===== config.mk =====
export PLATFORM = sky130hd
export DESIGN_NAME = cam_dvp_tx
export DESIGN_NICKNAME = d
export VERILOG_FILES = /design/src/rtl/cam_dvp_pkg.sv /design/src/rtl/dvp_timing_gen.sv /design/src/rtl/cam_dvp_tx.sv
export SDC_FILE = /design/constraint.sdc
export NUM_CORES = 1
export LEC_CHECK = 0
export ABC_AREA = 1
export CORE_MARGIN = 4
export CORE_UTILIZATION = 55
export CTS_BUF_LIST = sky130_fd_sc_hd__clkbuf_4
export CTS_CLUSTER_SIZE = 14
export DETAILED_ROUTE_END_ITERATION = 8
export PLACE_DENSITY = 0.88
export SETUP_SLACK_MARGIN = 0.05
export SYNTH_ARGS = -nofsm -noshare
export SYNTH_HDL_FRONTEND = slang
export SYNTH_HIERARCHICAL = 1
export SYNTH_SLANG_ARGS = --single-unit
export TNS_END_PERCENT = 100

===== constraint.sdc =====
create_clock -name clk_25 -period 1.8 [get_ports clk_25]
set_input_delay 0.54 -clock clk_25 [delete_from_list [all_inputs] [get_ports clk_25]]
set_output_delay 0.54 -clock clk_25 [all_outputs]
set_load 0.01 [all_outputs]

===== src/rtl/cam_dvp_pkg.sv =====
// Shared types and constants for the DVP camera-emulator transmitter.
package cam_dvp_pkg;

  // Frame-level sequencing state
  typedef enum logic [2:0] {
    StIdle,
    StVsync,
    StVback,
    StActive,
    StVfront
  } dvp_state_e;

  // Default OV7670 VGA timing
  localparam int unsigned DefHActive    = 640;
  localparam int unsigned DefHBlank     = 144;
  localparam int unsigned DefVActive    = 480;
  localparam int unsigned DefVsyncLines = 3;
  localparam int unsigned DefVBack      = 17;
  localparam int unsigned DefVFront     = 10;

  // RGB565 goes out high byte first
  localparam bit HiByteFirst = 1'b1;

  // RGB565 colour bars, left to right
  localparam logic [15:0] BarWhite   = 16'hFFFF;
  localparam logic [15:0] BarYellow  = 16'hFFE0;
  localparam logic [15:0] BarCyan    = 16'h07FF;
  localparam logic [15:0] BarGreen   = 16'h07E0;
  localparam logic [15:0] BarMagenta = 16'hF81F;
  localparam logic [15:0] BarRed     = 16'hF800;
  localparam logic [15:0] BarBlue    = 16'h001F;
  localparam logic [15:0] BarBlack   = 16'h0000;

  function automatic logic [15:0] bar_color(input logic [2:0] idx);
    logic [15:0] c;
    case (idx)
      3'd0: c = BarWhite;
      3'd1: c = BarYellow;
      3'd2: c = BarCyan;
      3'd3: c = BarGreen;
      3'd4: c = BarMagenta;
      3'd5: c = BarRed;
      3'd6: c = BarBlue;
      3'd7: c = BarBlack;
    endcase
    return c;
  endfunction

endpackage


===== src/rtl/dvp_timing_gen.sv =====
// DVP sync timing: byte phase, byte/line counters and frame state machine.
// state/byte/line describe the byte that starts at the next phase 1->0 edge;
// the sync outputs are registered at that edge so they hold across tx_pclk rise.
module dvp_timing_gen
  import cam_dvp_pkg::*;
#(
  parameter int unsigned H_ACTIVE    = DefHActive,
  parameter int unsigned H_BLANK     = DefHBlank,
  parameter int unsigned V_ACTIVE    = DefVActive,
  parameter int unsigned VSYNC_LINES = DefVsyncLines,
  parameter int unsigned V_BACK      = DefVBack,
  parameter int unsigned V_FRONT     = DefVFront
) (
  input  logic        clk_25,
  input  logic        reset,
  input  logic        enable,
  output logic        tx_pclk,
  output logic        tx_vsync,
  output logic        tx_href,
  output logic        byte_edge,
  output logic        fetch,
  output logic        send_lo,
  output logic        vsync_rise,
  output logic        frame_done,
  output logic [10:0] pix_x
);

  localparam logic [10:0] LastByte = 11'(2 * (H_ACTIVE + H_BLANK) - 1);
  localparam logic [10:0] ActEnd   = 11'(2 * H_ACTIVE);

  dvp_state_e  state_q, state_d;
  logic        phase_q, phase_d;
  logic [10:0] byte_q, byte_d;
  logic [9:0]  line_q, line_d;
  logic        vsync_q, vsync_d;
  logic        href_q, href_d;
  logic        done_q, done_d;
  logic [9:0]  last_line_idx;
  logic        last_byte, last_line, in_act;

  // Index of the final line of the current state
  always_comb begin
    last_line_idx = '0;
    unique case (state_q)
      StVsync:  last_line_idx = 10'(VSYNC_LINES - 1);
      StVback:  last_line_idx = 10'(V_BACK - 1);
      StActive: last_line_idx = 10'(V_ACTIVE - 1);
      StVfront: last_line_idx = 10'(V_FRONT - 1);
      default:  last_line_idx = '0;
    endcase
  end

  assign last_byte = (byte_q == LastByte);
  assign last_line = (line_q == last_line_idx);
  assign in_act    = (state_q == StActive) && (byte_q < ActEnd);

  // State, counters and registered sync outputs
  always_ff @(posedge clk_25 or posedge reset) begin
    if (reset) begin
      state_q <= StIdle;
      phase_q <= 1'b0;
      byte_q  <= '0;
      line_q  <= '0;
      vsync_q <= 1'b0;
      href_q  <= 1'b0;
      done_q  <= 1'b0;
    end else begin
      state_q <= state_d;
      phase_q <= phase_d;
      byte_q  <= byte_d;
      line_q  <= line_d;
      vsync_q <= vsync_d;
      href_q  <= href_d;
      done_q  <= done_d;
    end
  end

  // Next-state: advance position once per byte period
  always_comb begin
    state_d = state_q;
    phase_d = phase_q;
    byte_d  = byte_q;
    line_d  = line_q;
    if (state_q == StIdle) begin
      phase_d = 1'b0;
      byte_d  = '0;
      line_d  = '0;
      if (enable) state_d = StVsync;
    end else begin
      phase_d = ~phase_q;
      if (byte_edge) begin
        if (last_byte) begin
          byte_d = '0;
          if (last_line) begin
            line_d = '0;
            unique case (state_q)
              StVsync:  state_d = StVback;
              StVback:  state_d = StActive;
              StActive: state_d = StVfront;
              StVfront: state_d = enable ? StVsync : StIdle;
              default:  state_d = StIdle;
            endcase
          end else begin
            line_d = line_q + 10'd1;
          end
        end else begin
          byte_d = byte_q + 11'd1;
        end
      end
    end
  end

  // Outputs: strobes for the byte about to start, next values of sync regs
  always_comb begin
    byte_edge  = (state_q != StIdle) && phase_q;
    fetch      = byte_edge && in_act && !byte_q[0];
    send_lo    = byte_edge && in_act && byte_q[0];
    vsync_rise = byte_edge && (state_q == StVsync) && (byte_q == '0) && (line_q == '0);
    vsync_d    = vsync_q;
    href_d     = href_q;
    if (byte_edge) begin
      vsync_d = (state_q == StVsync);
      href_d  = in_act;
    end
    done_d = byte_edge && (state_q == StVfront) && last_byte && last_line;
  end

  assign tx_pclk    = phase_q;
  assign tx_vsync   = vsync_q;
  assign tx_href    = href_q;
  assign frame_done = done_q;
  assign pix_x      = {1'b0, byte_q[10:1]};

endmodule


===== src/rtl/cam_dvp_tx.sv =====
// Camera-side DVP transmitter: RGB565 ready/valid in, OV7670-style byte stream out.
// Optional build macro CAM_DVP_TX_PATTERN_EN adds an internal colour-bar source.
module cam_dvp_tx
  import cam_dvp_pkg::*;
#(
  parameter int unsigned H_ACTIVE    = DefHActive,
  parameter int unsigned H_BLANK     = DefHBlank,
  parameter int unsigned V_ACTIVE    = DefVActive,
  parameter int unsigned VSYNC_LINES = DefVsyncLines,
  parameter int unsigned V_BACK      = DefVBack,
  parameter int unsigned V_FRONT     = DefVFront
) (
  input  logic        clk_25,
  input  logic        reset,
  input  logic        enable,
  input  logic [15:0] pix_data,
  input  logic        pix_valid,
  output logic        pix_ready,
  output logic        tx_pclk,
  output logic        tx_vsync,
  output logic        tx_href,
  output logic [7:0]  tx_data,
  output logic        frame_done,
  output logic        underrun,
`ifdef CAM_DVP_TX_PATTERN_EN
  input  logic        pattern_sel,
`endif
  input  logic        underrun_clr
);

  logic        byte_edge, fetch, send_lo, vsync_rise;
  logic [10:0] pix_x;
  logic        use_pat;
  logic [15:0] pixel;
  logic [7:0]  first_byte, second_byte;
  logic [7:0]  data_q, lo_q;
  logic        underrun_q;

  dvp_timing_gen #(
    .H_ACTIVE    (H_ACTIVE),
    .H_BLANK     (H_BLANK),
    .V_ACTIVE    (V_ACTIVE),
    .VSYNC_LINES (VSYNC_LINES),
    .V_BACK      (V_BACK),
    .V_FRONT     (V_FRONT)
  ) u_timing (
    .clk_25     (clk_25),
    .reset      (reset),
    .enable     (enable),
    .tx_pclk    (tx_pclk),
    .tx_vsync   (tx_vsync),
    .tx_href    (tx_href),
    .byte_edge  (byte_edge),
    .fetch      (fetch),
    .send_lo    (send_lo),
    .vsync_rise (vsync_rise),
    .frame_done (frame_done),
    .pix_x      (pix_x)
  );

`ifdef CAM_DVP_TX_PATTERN_EN
  logic        pat_q;
  int unsigned bar_calc;

  // Pattern selection latched once per frame so a frame is never mixed
  always_ff @(posedge clk_25 or posedge reset) begin
    if (reset) begin
      pat_q <= 1'b0;
    end else if (vsync_rise) begin
      pat_q <= pattern_sel;
    end
  end

  assign use_pat  = pat_q;
  assign bar_calc = (32'(pix_x) * 32'd8) / H_ACTIVE;

  // Pixel source: colour bars or upstream, zero on underrun
  always_comb begin
    pixel = 16'h0000;
    if (use_pat) begin
      pixel = bar_color(3'(bar_calc));
    end else if (pix_valid) begin
      pixel = pix_data;
    end
  end
`else
  logic unused_pat_inputs;

  assign use_pat           = 1'b0;
  assign unused_pat_inputs = ^{vsync_rise, pix_x};

  // Pixel source: upstream, zero on underrun
  always_comb begin
    pixel = 16'h0000;
    if (pix_valid) begin
      pixel = pix_data;
    end
  end
`endif

  assign pix_ready   = fetch && !use_pat;
  assign first_byte  = HiByteFirst ? pixel[15:8] : pixel[7:0];
  assign second_byte = HiByteFirst ? pixel[7:0] : pixel[15:8];

  // Byte mux: first byte on fetch, held second byte next, zero in blanking
  always_ff @(posedge clk_25 or posedge reset) begin
    if (reset) begin
      data_q <= 8'h00;
      lo_q   <= 8'h00;
    end else if (fetch) begin
      data_q <= first_byte;
      lo_q   <= second_byte;
    end else if (send_lo) begin
      data_q <= lo_q;
    end else if (byte_edge) begin
      data_q <= 8'h00;
    end
  end

  // Sticky underrun; a new underrun beats a simultaneous clear
  always_ff @(posedge clk_25 or posedge reset) begin
    if (reset) begin
      underrun_q <= 1'b0;
    end else if (pix_ready && !pix_valid) begin
      underrun_q <= 1'b1;
    end else if (underrun_clr) begin
      underrun_q <= 1'b0;
    end
  end

  assign tx_data  = data_q;
  assign underrun = underrun_q;

endmodule


# After elaboration in Yosys (flattened, before gate mapping)
# Cells that the tools add are included.
dict set report word_totals {
  latchBits 0
  rom_bits 0
  word_cells 63
  ram_bits 0
  ff_bits 45
  input_bits 21
  n_memories 0
}
dict set report op_classes {
  n_eq_ne 7
  order_cmp 1
  mul 0
  div_mod_pow 0
  shift 0
  add_sub_neg 2
  reduce_logical 20
  muxes 22
  bitwise 1
}
# cell n
set op_table {}
lappend op_table {{$mux 10} 4}
lappend op_table {{$pmux 9 s4} 1}
lappend op_table {{$mux 11} 3}
lappend op_table {{$mux 8} 3}
lappend op_table {{$mux 16} 1}
lappend op_table {{$mux 3} 5}
lappend op_table {{$pmux 3 s4} 1}
lappend op_table {{$add 11x1->11 const B} 1}
lappend op_table {{$eq 11x11->1 const B} 1}
lappend op_table {{$lt 11x11->1 const B} 1}
lappend op_table {{$add 10x1->10 const B} 1}
lappend op_table {{$eq 10x9->1} 1}
lappend op_table {{$logic_and 1x1->1} 9}
lappend op_table {{$reduce_bool 2->1} 4}
lappend op_table {{$eq 3x2->1 const B} 2}
lappend op_table {{$reduce_bool 3->1} 2}
lappend op_table {{$mux 1} 4}
lappend op_table {{$reduce_and 4->1} 1}
lappend op_table {{$eq 3x1->1 const B} 1}
lappend op_table {{$eq 3x3->1 const B} 1}
lappend op_table {{$logic_not 3->1} 1}
lappend op_table {{$logic_not 1->1} 2}
lappend op_table {{$ne 2x2->1 const B} 1}
lappend op_table {{$reduce_and 2->1} 1}
lappend op_table {{$not 1->1} 1}

# Depth between registers and ports, before layout
dict set report logic_depth {
  depth_word 7
  mapped_depth 10
}

# Hierarchy
# Netlist, hierarchy kept.
# module cells_each seq_area_each_um2 area_per_inst_um2 n_inst
set by_module_without_submodules {}
lappend by_module_without_submodules {dvp_timing_gen 241 700.7 1766.7 1}
lappend by_module_without_submodules {cam_dvp_tx 84 425.4 715.7 1}

# Worst setup path after synthesis
# OpenSTA, ideal clock, no wires.
dict set report synth_timing {
  path_kind {register -> register}
  startpoint {reg u_timing.state_q[1]}
  endpoint {reg data_q[6], in the netlist tx_data[6]}
  path_buffers 1
  arrival_ns 1.483
  path_stages_with_launch 9
  slack_ns 0.193
  period_less_slack_ns 1.607
  path_cell_list {dfrtp_1 nand2_1 nor2_2 o211ai_1 nor2_1 inv_2 buf_2 nand3_1 nand3_1}
}
dict set report synth_via {
  word_cells_on_any_way 10
}
# element line
set synth_rtl {}
lappend synth_rtl {{from (decl)} dvp_timing_gen.sv:31} ;# dvp_state_e state_q, state_d;
lappend synth_rtl {{from (signal assigned)} dvp_timing_gen.sv:60} ;# state_q <= StIdle;
lappend synth_rtl {{from (signal assigned)} dvp_timing_gen.sv:68} ;# state_q <= state_d;
lappend synth_rtl {{$eq 3x2->1 or $reduce_bool 3->1 (tied branches)} {dvp_timing_gen.sv:55, dvp_timing_gen.sv:115}}
lappend synth_rtl {{$logic_and 1x1->1, on equally long branches} {dvp_timing_gen.sv:55, dvp_timing_gen.sv:115}}
lappend synth_rtl {{$logic_and 1x1->1 * (2 in series)} dvp_timing_gen.sv:116} ;# fetch = byte_edge && in_act && !byte_q[0];
lappend synth_rtl {{named net pix_ready} cam_dvp_tx.sv:18} ;# output logic pix_ready,
lappend synth_rtl {{$reduce_bool 3->1 (no line) or $mux 8 (tied branches)} --}
lappend synth_rtl {{to (signal assigned)} cam_dvp_tx.sv:111} ;# data_q <= first_byte;
lappend synth_rtl {{to (signal assigned)} cam_dvp_tx.sv:114} ;# data_q <= lo_q;
lappend synth_rtl {{to (decl)} cam_dvp_tx.sv:36} ;# logic [7:0] data_q, lo_q;
# Mark *: on every way through the listed nets, which the timed path passes. The rest lies on a longest branch.
# A chain may end at the register's enable or synchronous reset.

# Worst setup path after layout
dict set report layout_timing {
  startpoint {reg u_timing.state_q[1]}
  endpoint {out pix_ready}
}
dict set report layout_via {
  elab_chain_len 4
  word_cells_on_any_way 6
}
# element line
set layout_rtl {}
lappend layout_rtl {{$eq 3x2->1 or $reduce_bool 3->1 (tied branches)} {dvp_timing_gen.sv:55, dvp_timing_gen.sv:115}}
lappend layout_rtl {{$logic_and 1x1->1, on equally long branches} {dvp_timing_gen.sv:55, dvp_timing_gen.sv:115}}
lappend layout_rtl {{$logic_and 1x1->1 * (2 in series)} dvp_timing_gen.sv:116}
lappend layout_rtl {{to (decl)} cam_dvp_tx.sv:18}
# Every way passes the cells marked *; elsewhere a longest branch is shown, timed or not.

==> impl_metrics.toml <==
[status]
status = "finished, violations left"
violations = "negative setup slack"

[routing]
drt_pass1_iterations = 4
num_vias = 2353
drt_iter0_drc = 150
routedWlPerCell_um = 14.9
ant_nets = 0
vias_per_cell = 5.48
finalWirelength_mm = 6.37
drc = 0

[job]
drv_cap = 0

[cells_and_area]
syn_to_final_growth_pct = 35.7
diodes = 0
drive_gt1_frac = 0.206
final_util = 0.785
nets = 403

[power_and_ir_drop]
p_int_mw = 2.74
vdd_drop_max_mv = 0.715
seqPwrFrac = 0.317
p_switching_mw = 1.98
clock_power_share = 0.162
combPwrFrac = 0.521
switching_share = 0.420
leakage_nw = 1.58
power_density_nw_per_um2 = 1470

[setup_path]
worstReg2RegStart = "u_timing/state_q[0]"
arrival_ps = 1420
reg2reg_to = "u_timing/state_q[0]"
cp-start-kind = "flip-flop"
ff2ff_setup_slack_ps = 80
critPathKind = "reg2out"
r2r_cells = 11
worstPathRequired_ps = 1260
crit_fanout = 2
setup.worst_path.end_class = "output pin"

[clock_network]
cts_tree = "built"
path_clk_slew_ps = 140
cts_htree_levels = 2
cts_sinks = 45
cts_buffers = 5
hold_buffers = 0
root_buffer = "clkbuf_4"
clockBufferDepth = 2
clk-insertion-delay-late_ps = 370

[sta]
slew_headroom = 0.741
worst_slack_ps = -159
setup_violations = 1
setup_tns_ps = -159
finClkSkew_ps = 15.8
report.final.slew_viol_count = 0
rsz0062_at_grt = "yes"
min_period_ps = 1960
finalHoldViolCount = 0
fmax_mhz = 510
worst_pin_slew_ps = 386
finalCritPeriodShare = 1.09

[die]
start_util = 0.579
die_h_um = 73.6
ios = 35
core_area_sq_um = 4090
dieArea_sq_um = 5410
rows = 23
fp.dieW_um = 73.6

[global_routing]
grt_max_degree = 29
grt_overflow = 0
grt_pass1_wl_mm = 10.0
grt_usage = 0.240
grt_pass1_vias = 2275
antenna_found_initial = 0

[placement]
gp_congestion = 0.864
port-buffer-count = 34
place_hpwl_mm = 4.34

[yosys]
yosys_warnings = 6
syn-num-nets = 332
synth_cells = 307
syn_area_sq_um = 2360
syn_area_per_cell_sq_um = 7.70

[hold_path]
hold_path_class = "in2async"
-- flip-flops by register name, indices dropped and copies added, names as in the netlist --
name,count
u_timing/frame_done,1
lo_q,8
u_timing/state_q,3
u_timing/tx_pclk,1
u_timing/line_q,10
tx_data,8
u_timing/byte_q,11
underrun,1
u_timing/tx_vsync,1
u_timing/tx_href,1
-- layout make-up --
type / count / area, sq um
well taps: 50 / 62.6
multi-input cells: 223 / 1180
clock inverters: 3 / 65.1
flip-flops and latches: 45 / 1130
clock buffers: 5 / 37.5
fillers: 253 / 877
repair buffers: 68 / 596
inverters: 35 / 144
-- per-layer routing --
metal	track usage	part of all wire
met5	0	0
met4	0.0704	0.013
met3	0.0479	0.057
met2	0.413	0.52
met1	0.303	0.40
-- critical path, cell delays in order, from the launching register on --
cell,delay [ps]
dfrtp_1,400
nand2_2,80
nor2_2,100
o211ai_1,150
nor2_1,170
buf_2,160
-- power groups by stage --
stage	clock, mW	sequential [mW]	combinational [mW]
after floorplan	0	1.57	1.10
after global placement	0	1.50	1.97
after detailed placement	0	1.51	2.05
after CTS	0.772	1.48	2.08
after global routing	0.825	1.53	2.66
final	0.766	1.49	2.46
-- worst max path at each step --
stage                     slack (ps)          to                 from
after floorplan                  190  tx_data[6]  u_timing/state_q[1]
after global placement           -60   pix_ready  u_timing/state_q[1]
after detailed placement         -80   pix_ready  u_timing/state_q[0]
after global routing            -260   pix_ready  u_timing/state_q[1]
after CTS                       -110   pix_ready  u_timing/state_q[0]
final                           -160   pix_ready  u_timing/state_q[1]
-- layout by cell type, fill, tap and decap left out, drive strengths merged, types with 2 or more instances in the layout --
cell type,instances
o21ai,10
nand4,2
xor2,8
nor3,11
clkbuf,5
dlygate4sd2,12
nand2,96
clkdlybuf4s50,20
nor2,34
a21oi,5
nor3b,2
o22ai,2
buf,35
nand3,44
dfrtp,45
ha,4
bufinv,2
inv,35
-- through the flow --
step	setup slack [ps]	power (mW)	cell area (sq um)	hold slack [ps]	std cells
finish	-159	4.71	3210	486	429
CTS	-110	4.34	3080	494	426
global placement	-56.5	3.47	2920	462	410
floorplan	193	2.67	2360	450	307
global route	-259	5.01	3210	504	429
detailed placement	-83.1	3.56	2920	470	410
-- what timing repair did --
action	4_1_cts	5_1_grt
gates resized for setup	25	24
gates cloned	0	0
pin swaps	5	17
setup endpoints to repair	18	30
buffers inserted	8	9
(Power assumes the default switching activity.)
